===== src/rtl/arg_max_n.sv =====
// arg_max_n: sequential arg-max over N_CLASS signed scores.
// One score is compared per enabled cycle; the result carries the winning index, its score,
// the margin to the runner-up and a rejection flag when that margin falls below a threshold.
module arg_max_n #(
  parameter int unsigned DATA_WIDTH = 14,
  parameter int unsigned N_CLASS    = 3,
  parameter int unsigned IDX_W      = (N_CLASS > 1) ? $clog2(N_CLASS) : 1
) (
  input  logic                          clk,
  input  logic                          rst,
  input  logic                          En,
  input  logic                          Run,
  input  logic [N_CLASS*DATA_WIDTH-1:0] XS,
  input  logic [DATA_WIDTH-1:0]         Thr,
  output logic [IDX_W-1:0]              Yc,
  output logic [DATA_WIDTH-1:0]         Ymax,
  output logic [DATA_WIDTH:0]           Margin,
  output logic                          Reject,
  output logic                          Busy,
  output logic                          Ready
);

  typedef enum logic [1:0] {StIdle, StScan, StDone} state_e;

  // Most negative representable score seeds the runner-up.
  localparam logic signed [DATA_WIDTH-1:0] MinScore = {1'b1, {(DATA_WIDTH-1){1'b0}}};
  localparam logic [IDX_W-1:0] LastIdx     = IDX_W'(N_CLASS - 1);
  localparam logic [IDX_W-1:0] FirstCursor = IDX_W'(1);

  state_e state_q, state_d;

  logic [DATA_WIDTH-1:0]        scores_q [N_CLASS];
  logic [DATA_WIDTH-1:0]        thr_q;
  logic signed [DATA_WIDTH-1:0] best_q, best_d;
  logic signed [DATA_WIDTH-1:0] second_q, second_d;
  logic signed [DATA_WIDTH-1:0] cur_score;
  logic [IDX_W-1:0]             idx_q, idx_d;
  logic [IDX_W-1:0]             cursor_q, cursor_d;
  logic                         capture;
  logic [DATA_WIDTH:0]          margin_c;
  logic                         reject_c;

  // Select the captured score under the cursor.
  always_comb begin
    cur_score = scores_q[0];
    for (int unsigned k = 0; k < N_CLASS; k++) begin
      if (cursor_q == IDX_W'(k)) begin
        cur_score = scores_q[k];
      end
    end
  end

  // Next-state logic: capture on Run, one strict signed compare per SCAN cycle.
  always_comb begin
    state_d  = state_q;
    cursor_d = cursor_q;
    best_d   = best_q;
    second_d = second_q;
    idx_d    = idx_q;
    capture  = 1'b0;
    case (state_q)
      StIdle: begin
        if (Run) begin
          capture  = 1'b1;
          best_d   = XS[DATA_WIDTH-1:0];
          second_d = MinScore;
          idx_d    = '0;
          cursor_d = FirstCursor;
          state_d  = (N_CLASS == 1) ? StDone : StScan;
        end
      end
      StScan: begin
        // Strict compares keep the lowest index on ties.
        if (cur_score > best_q) begin
          second_d = best_q;
          best_d   = cur_score;
          idx_d    = cursor_q;
        end else if (cur_score > second_q) begin
          second_d = cur_score;
        end
        if (cursor_q == LastIdx) begin
          state_d = StDone;
        end else begin
          cursor_d = cursor_q + 1'b1;
        end
      end
      StDone:  state_d = StIdle;
      default: state_d = StIdle;
    endcase
  end

  // Difference is always non-negative and fits in one extra bit.
  always_comb begin
    margin_c = {best_q[DATA_WIDTH-1], best_q} - {second_q[DATA_WIDTH-1], second_q};
    reject_c = (margin_c < {1'b0, thr_q});
  end

  assign Busy = (state_q != StIdle);

  // FSM and running best/second registers.
  always_ff @(posedge clk or negedge rst) begin
    if (!rst) begin
      state_q  <= StIdle;
      cursor_q <= '0;
      best_q   <= '0;
      second_q <= '0;
      idx_q    <= '0;
    end else if (En) begin
      state_q  <= state_d;
      cursor_q <= cursor_d;
      best_q   <= best_d;
      second_q <= second_d;
      idx_q    <= idx_d;
    end
  end

  // Input capture; later changes on XS/Thr cannot disturb a run in progress.
  always_ff @(posedge clk or negedge rst) begin
    if (!rst) begin
      thr_q <= '0;
      for (int unsigned k = 0; k < N_CLASS; k++) begin
        scores_q[k] <= '0;
      end
    end else if (En && capture) begin
      thr_q <= Thr;
      for (int unsigned k = 0; k < N_CLASS; k++) begin
        scores_q[k] <= XS[k*DATA_WIDTH +: DATA_WIDTH];
      end
    end
  end

  // Result registers: cleared by reset, updated only on the DONE edge.
  always_ff @(posedge clk or negedge rst) begin
    if (!rst) begin
      Yc     <= '0;
      Ymax   <= '0;
      Margin <= '0;
      Reject <= 1'b0;
      Ready  <= 1'b0;
    end else if (En) begin
      if (capture) begin
        Ready <= 1'b0;
      end
      if (state_q == StDone) begin
        Yc     <= idx_q;
        Ymax   <= best_q;
        Margin <= margin_c;
        Reject <= reject_c;
        Ready  <= 1'b1;
      end
    end
  end

endmodule


===== config.mk =====
export PLATFORM = sky130hd
export DESIGN_NAME = arg_max_n
export DESIGN_NICKNAME = d
export VERILOG_FILES = /design/src/rtl/arg_max_n.sv
export SDC_FILE = /design/constraint.sdc
export NUM_CORES = 1
export LEC_CHECK = 0
export ABC_CLOCK_PERIOD_IN_PS = 4200
export CAP_MARGIN = 25
export CORE_MARGIN = 2
export CORE_UTILIZATION = 56
export DETAILED_ROUTE_END_ITERATION = 8
export PLACE_DENSITY = 0.9
export SETUP_SLACK_MARGIN = 0.15
export SLEW_MARGIN = 40
export SYNTH_ARGS = -nofsm -noshare
export SYNTH_HDL_FRONTEND = slang
export SYNTH_SLANG_ARGS = --single-unit

===== constraint.sdc =====
create_clock -name clk -period 4.2 [get_ports clk]
set_input_delay 1.05 -clock clk [delete_from_list [all_inputs] [get_ports clk]]
set_output_delay 1.05 -clock clk [all_outputs]
set_load 0.005 [all_outputs]

* Yosys cells after proc, flatten, opt, wreduce, memory -nomap -nowiden
Index checks and enable logic that the tools add are counted.
Cells by class: $lt $le $gt $ge 3, bitwise gates (word level) 0, reduce and logical (&&, ||, !) cells 11, shift operators 0, divide/modulo/power cells 0, add/subtract/negate cells 2, equal/unequal tests 9, $mul 0, mux-type cells 21
Operator list (number):
- 14-bit 2-to-1 mux | 7
- 14-bit one-hot mux with 2 select lines | 2
- 14-bit > comparator | 2
- 15-bit by 14-bit < comparator with 1-bit output | 1
- 14-bit by 14-bit subtractor with 15-bit output | 1
- 2-bit one-hot mux with 2 select lines | 3
- 4-bit AND reduction | 3
- 2-bit 2-to-1 mux | 5
- 2-bit != test (second input constant) | 4
- 2-bit nonzero test | 3
- 2-bit by 1-bit == test with 1-bit output (second input constant) | 2
- 2-bit == test (second input constant) | 2
- 1-bit 2-to-1 mux | 4
- 2-bit AND reduction | 2
- 3-bit != test (second input constant) | 1
- 3-bit AND reduction | 1
- 2-bit by 1-bit adder with 2-bit output (second input constant) | 1
- 2-bit logical NOT | 1
- 1-bit logical AND | 1
Storage, ports and cells: output and inout port bits 34, flip-flop bits (word level) 123, memory bits (writable) 0, bits in read-only memories 0, word-level logic and storage cells 60, bits of input ports 60, memories kept 0, latch bits 0

* Logic depth before layout (Yosys ltp)
Gate-level depths: netlist of run 1.
depth after elaboration 7, depth in mapped cells 16, gate-level depth less buffers 15

* Least setup slack after synthesis of run 1
No wires, ideal clock.
path type reg-to-reg, from register cursor_q[1], to register second_q[0], data required time 4075 ps, slack 825 ps, clock period less this slack 3375 ps, arrival time 3250 ps, cell stages (with the launch flop) 16, library setup time 125 ps, path buffers 3, path through dfrtp_1 -> inv_1 -> ha_1 -> buf_2 -> buf_2 -> mux2i_1 -> o21ai_0 -> ha_1 -> and2b_2 -> o21ai_0 -> a31oi_1 -> a211oi_1 -> mux2_4 -> a31o_1 -> buf_6 -> mux2_4
On the way: word-level cells in the longest chain between the ends 6, elaborated cells on any way between the ends 11, those cells by class 2 x order compare; 3 x eq/ne; 5 x mux; 1 x reduce/logical
Ends and longest elaborated chain:
- start: declaration | line 38 | logic [IDX_W-1:0] cursor_q, cursor_d;
- start signal: assignment | line 110 | cursor_q <= cursor_d;
- 2-bit by 1-bit == test with 1-bit output | line 47 | if (cursor_q == IDX_W'(k)) begin
- 14-bit 2-to-1 mux | line 47
- 14-bit 2-to-1 mux * | line 47
- 14-bit > comparator, or another cell as far along | line 74 | if (cur_score > best_q) begin
- 3-bit != test (no source line) / 14-bit 2-to-1 mux (equally long branches)
- 4-bit AND reduction (no source line) / 14-bit one-hot mux with 2 select lines (equally long branches)
- end signal: assignment | line 112 | second_q <= second_d;
- end: declaration | line 35 | logic signed [DATA_WIDTH-1:0] second_q, second_d;
Every way passes the cells marked *; elsewhere a longest branch is shown, timed or not. The select of a mux whose other input is x is not followed. A chain may end at the register's enable or synchronous reset.

* Final worst setup path of run 1
from register cursor_q[1], to register second_q[13]
Same word-level chain as after synthesis.

==> summary.md, run 1 <==
| Metric | Value |
|---|---|
| TritonCTS clock tree | built |
| Crit path DAT | 4060 ps |
| Final Hold Vio Count | 0 |
| Synth async-reset ratio | 1.00 |
| Post-route ant nets | 0 |
| Max Clock Freq | 268 MHz |
| PD cells | 1000 nW/um^2 |
| Largest net degree at the start of global routing | 76 |
| Worst-path cell chain | inv_1 > ha_1 > buf_4 > mux2i_1 > o21ai_0 > ha_1 > and3_2 > o21ai_0 > a31oi_1 > a211oi_1 > mux2_4 > a31o_1 > buf_4 > mux2i_1 |
| Synthesized instance count | 652 |
| Grt total ovfl | 0 |
| Die area | 13300 um^2 |
| LEAKAGE | 3.99 nW |
| CTS Sinks | 123 |
| All-layer global routing usage | 0.259 |
| Final worst slack | 471 ps |
| Status | complete, no violations |
| Met2 routed WL | 7.79 mm |
| Inst Count DP | 895 |
| Distinct cells, synth | 55 |
| Crit share post-route | 0.888 |
| Final TNS setup | 0 ps |
| YS warnings | 0 |
| Crit Path Max Fanout | 14 |
| Crit end category | flop |
| DR iter-0 viols | 358 |
| Post-DP Area | 8060 um^2 |
| CP Data Required Time | 4530 ps |
| Synth Area per Inst | 10.7 um^2 |
| Syn nets | 770 |
| # resized after CTS | 0 |
| Initial antenna violation count | 0 |
| Non-filler cells, final | 926 |
| ANT cells | 0 |
| First-pass GRT wire length | 26.7 mm |
| Adder-Cell Fraction of Synth Area | 0.105 |
| Max rail drop VDD | 0.481 mV |
| Clock skew | 6.23 ps |
| DR vias | 5155 |
| NumNets Final | 864 |
| Post-synth EDFFs | 0 |
| Initial core utilization | 0.577 |
| Commonest non-fill, non-tap cell in the layout | dfrtp_1 |
| Row cnt | 40 |
| I/O pins | 94 |
| Final HPWL DP | 11.8 mm |
| Main combinational cell family by area after synthesis | multiplexers |
| Worst-skew pair later-pin latency | 420 ps |
| Share of cells above drive strength 1 | 0.165 |
| DIE WIDTH | 115 um |
| CTS Buf Count | 17 |
| Most common flop cell mapped by yosys | dfrtp_1 |
| Post-synthesis compound-gate area fraction | 0.123 |
| Worst-Margin Slew | 689 ps |
| Gp weighted congestion | 0.833 |
| H-tree Lvls | 4 |
| Most frequent cells in the layout | dfrtp_1, clkdlybuf4s50_1, nand2_1 |
| Final wirelength | 16.1 mm |
| Slew HR | 0.541 |
| Root Buffer | clkbuf_16 |
| RSZ-0062 raised after global routing | no |
| Slew Limit Fails | 0 |
| Setup bufs post-CTS | 0 |
| Post-Route M1 WL | 7.33 mm |
| Final Cell Area | 8680 um^2 |
| Post-layout min period | 3730 ps |
| CP max stage cell | dfrtp_1 |
| CP Launch Type | flop |
| Max stage delay on crit path | 410 ps |
| Mapped cell area | 6960 um^2 |
| Pre-CTS setup slack | 590 ps |
| Routed wl met3 | 788 um |
| Multiplexer share of the synthesized area | 0.181 |
| Delay-heaviest family, CP | compound AO/OA/AOI/OAI gates |
| Drt wl/cell | 17.4 um |
| Min Hold Slack | 484 ps |
| Number of remaining DRC errors | 0 |
| Clk slew on worst S/H paths | 50 ps |
| Via-to-Cell Ratio | 5.57 |
| Post-synthesis simple-gate area fraction | 0.0858 |
| Die Ht | 115 um |
| Final Util | 0.720 |
| Min-delay worst type | reg2reg |
| Initial DRT Pass Iterations | 5 |
| Xor/xnor share of the synthesized area | 0.0151 |
| Number of synthesized register bits | 123 |
| Buffers & Inverters on Critical Path | 3 |
| Seq/Total Area, Yosys | 0.442 |
| Final Power | 8.72 mW |
| Final setup viols | 0 |
| Critical path class | reg2reg |
| PortBufs | 93 |
| Layout area overhead | 24.8% |
| Hold-fix buffers, CTS | 0 |
| Number of max-cap violations | 0 |
| Clock Path Buffers | 2 |
| Vias in the first global route | 5482 |
| Core Region | 12100 um^2 |
| Uppermost routed layer | met4 |
area by class of cell:
type	count	area [um^2]
clock buffers	25	515
fillers	845	3380
multi-input cells	450	3550
flip-flops and latches	123	3080
repair buffers	103	1030
clock inverters	6	108
well taps	168	210
inverters	51	191
final timing paths:
path                            slack (ps)        start            to  cells after the start
worst max-delay path                   470  cursor_q[1]  second_q[13]                     14
worst min-delay path                   480      Ymax[5]       Ymax[5]                      2
worst max register to register         470  cursor_q[1]  second_q[13]                     14
worst min register to register         480      Ymax[5]       Ymax[5]                      2
max in group asynchronous             2840          rst  scores_q[33]                      2
min in group asynchronous              650          rst      thr_q[8]                      1
cells by family (layout without fill, tap and decap cells):
kind of cell	Yosys count	count (layout)
flip-flops	123	123
XOR/XNOR	12	12
AO/OA/AOI/OAI	132	132
buffers and inverters	79	185
AND/OR/NAND/NOR	132	132
multiplexers	116	116
adder cells (fa/ha/maj)	58	58
flip-flops by register name (all words and copies together) (netlist names):
name	flops
scores_q	42
cursor_q	2
thr_q	14
Ymax	14
idx_q	2
Ready	1
state_q	2
Reject	1
second_q	14
Yc	2
best_q	14
Margin	15
report_power, final:
group | total (mW) | internal (mW) | switching [mW]
clock | 1.52 | 1.02 | 0.502
combinational | 5.08 | 2.44 | 2.65
sequential | 2.11 | 1.75 | 0.357
per-layer routing:
metal | vias up | track usage
met5 | - | 0
met4 | 0 | 0.0763
met3 | 19 | 0.0669
met2 | 138 | 0.439
met1 | 2534 | 0.328
li1 | 2464 | -
tightest hold or removal path, cell delays in order (launching register included):
cell and delay (ps):
dfrtp_1 340, nand2_1 50, o21ai_0 60
cells in the mapped netlist, drive strengths merged (7+ instances only):
cell    number  area [um^2]
nand3        9         45.0
inv         51          191
nand2       82          308
mux2        72          818
a21oi       23          126
buf          7         61.3
dfrtp      123         3080
nor2        17         63.8
clkbuf      21         78.8
mux2i       44          440
xnor2        8         70.1
a21o        12         90.1
a21boi      14          105
o21ai       58          290
ha          57          713
Power figures use the tool's default switching activity.
==> run 2, diff against run 1 <==
--- a/config.mk
+++ b/config.mk
@@ -5,12 +5,12 @@
 export SDC_FILE = /design/constraint.sdc
 export NUM_CORES = 1
 export LEC_CHECK = 0
-export ABC_CLOCK_PERIOD_IN_PS = 4200
+export ABC_CLOCK_PERIOD_IN_PS = 3400
 export CAP_MARGIN = 25
 export CORE_MARGIN = 2
-export CORE_UTILIZATION = 56
+export CORE_UTILIZATION = 50
 export DETAILED_ROUTE_END_ITERATION = 8
-export PLACE_DENSITY = 0.9
+export PLACE_DENSITY = 0.76
 export SETUP_SLACK_MARGIN = 0.15
 export SLEW_MARGIN = 40
 export SYNTH_ARGS = -nofsm -noshare
==> constraint.sdc (replaced) <==
create_clock -name clk -period 3.4 [get_ports clk]
set_input_delay 0.85 -clock clk [delete_from_list [all_inputs] [get_ports clk]]
set_output_delay 0.85 -clock clk [all_outputs]
set_load 0.005 [all_outputs]
==> run 2 against run 1 <==
Sequential cell count unchanged. Setup slack worse by 400 ps. Worst hold slack worse by 40 ps. Global-route usage down 3.4 points. Cell area up 6.7%. Non-clock buffer count up 24. Sequential share of layout area down 2.2 points. Via count up 2.6%. Routed wire length up 5.2%. Critical endpoint is now Reject.
==> summary.md, run 2 (synthesis gave the netlist of run 1 again) <==
| Metric | Value |
|---|---|
| CTS Buf Count | 17 |
| Grt total ovfl | 0 |
| Initial antenna violation count | 0 |
| Crit share post-route | 0.978 |
| Root Buffer | clkbuf_16 |
| DIE WIDTH | 122 um |
| Hold-fix buffers, CTS | 0 |
| Delay-heaviest family, CP | compound AO/OA/AOI/OAI gates |
| Final HPWL DP | 11.9 mm |
| Layout area overhead | 33.2% |
| CP Data Required Time | 3700 ps |
| Min-delay worst type | in2async |
| Row cnt | 43 |
| Die area | 14900 um^2 |
| Max stage delay on crit path | 450 ps |
| DR iter-0 viols | 365 |
| CTS Sinks | 123 |
| Clock skew | 6.66 ps |
| TritonCTS clock tree | built |
| ANT cells | 0 |
| Worst-path cell chain | ha_4 > inv_2 > fa_2 > a21o_1 > a31o_4 > a2111oi_4 > nor2_1 > xor2_1 > ha_1 > a21o_1 > a21o_1 > a21oi_2 > a21o_1 > a32o_1 |
| Final Hold Vio Count | 0 |
| Share of cells above drive strength 1 | 0.245 |
| Gp weighted congestion | 0.880 |
| Post-layout min period | 3320 ps |
| Drt wl/cell | 17.6 um |
| Number of remaining DRC errors | 0 |
| Commonest non-fill, non-tap cell in the layout | dfrtp_1 |
| Die Ht | 122 um |
| First-pass GRT wire length | 26.0 mm |
| Pre-CTS setup slack | -29.1 ps |
| Core Region | 13700 um^2 |
| Largest regs | scores_q: 42 flops, Margin: 15 flops |
| WP depth | 14 |
| Clk slew on worst S/H paths | 50 ps |
| Crit path DAT | 3630 ps |
| Largest net degree at the start of global routing | 57 |
| NumNets Final | 888 |
| CP max stage cell | dfrtp_1 |
| Number of max-cap violations | 0 |
| I/O pins | 94 |
| Initial DRT Pass Iterations | 5 |
| CP most frequent cell | a21o_1 |
| Max Clock Freq | 301 MHz |
| Status | complete, no violations |
| All-layer global routing usage | 0.225 |
| Vias in the first global route | 5240 |
| Buffers & Inverters on Critical Path | 1 |
| Post-route ant nets | 0 |
| Slew Limit Fails | 0 |
| DR vias | 5288 |
| Final wirelength | 17.0 mm |
| PortBufs | 93 |
| Most frequent cells in the layout | dfrtp_1, clkdlybuf4s50_1, nand2_1 |
| Clock Path Buffers | 2 |
| Top reg by flops | scores_q |
| RSZ-0062 raised after global routing | yes |
| Critical path class | reg2reg |
| H-tree Lvls | 4 |
| Slew HR | 0.351 |
| Worst-Margin Slew | 964 ps |
| Max reg flops | 42 |
| Crit end category | flop |
| R2R cell count | 14 |
| Initial core utilization | 0.507 |
| CP Launch Type | flop |
| Final worst slack | 75.6 ps |
| Worst-skew pair later-pin latency | 420 ps |
| Crit Path Max Fanout | 3 |
| Final setup viols | 0 |
| Via-to-Cell Ratio | 5.49 |
## run 2: changes by cell type in the layout (fill, tap and decap cells not counted), moves of 5 or more
cell	before	now
ha_1	57	48
o21ai_0	56	44
ha_4	0	9
buf_4	8	23
mux2i_1	44	37
mux2i_2	0	5
o21ai_2	0	9
## run 2: final cells by class
cell class	instances	area, um^2
sequential	123	3080
inverter	51	191
clock inverter	11	144
tap	180	225
clock buffer	21	460
timing repair buffer	127	1340
fill	1044	4450
multi-input combinational	450	3830
## run 2: what timing repair did
| action | CTS | global route |
|---|---|---|
| gates resized for setup | 10 | 56 |
| cloned | 0 | 5 |
| setup endpoints to repair | 31 | 31 |
| setup buffers | 1 | 4 |
| pin swaps | 5 | 26 |
## run 2: final timing paths
| check | start | to | slack [ps] |
|---|---|---|---|
| setup / recovery | second_q[0] | Reject | 80 |
| hold / removal | rst | scores_q[0] | 440 |
| setup reg to reg | second_q[0] | Reject | 80 |
| hold reg to reg | Ymax[9] | Ymax[9] | 480 |
| max in group asynchronous | rst | Reject | 2210 |
| min in group clk | Ymax[9] | Ymax[9] | 480 |
## run 2: routing by layer
metal	vias to the layer above	wire, um	share of wire	global-route usage
met3	24	813	0.048	0.0538
met5	-	0	0	0
met4	0	259	0.015	0.0754
met2	143	8200	0.48	0.356
li1	2520	-	-	-
met1	2601	7680	0.45	0.305
## run 2: per-stage QoR
| step | setup TNS (ps) | utilization | cells | cell area (um^2) | hold slack (ps) |
|---|---|---|---|---|---|
| floorplan | 0 | - | 652 | 6960 | 454 |
| global placement | 0 | 0.600 | 921 | 8230 | 470 |
| detailed placement | -29.1 | 0.600 | 921 | 8230 | 470 |
| CTS | 0 | 0.646 | 954 | 8860 | 458 |
| global route | -101 | 0.676 | 963 | 9270 | 484 |
| finish | 0 | 0.676 | 963 | 9270 | 445 |
## run 2: worst reg2reg max path, cell delays in order (launching register included)
cell,delay (ps)
dfrtp_1,450
ha_4,170
inv_2,40
fa_2,360
a21o_1,200
a31o_4,250
a2111oi_4,400
nor2_1,100
xor2_1,170
ha_1,320
a21o_1,150
a21o_1,140
a21oi_2,50
a21o_1,180
a32o_1,240
Power of run 2 is not shown: default switching activity piles up to over one toggle a cycle in this logic, so the estimate is an artifact.
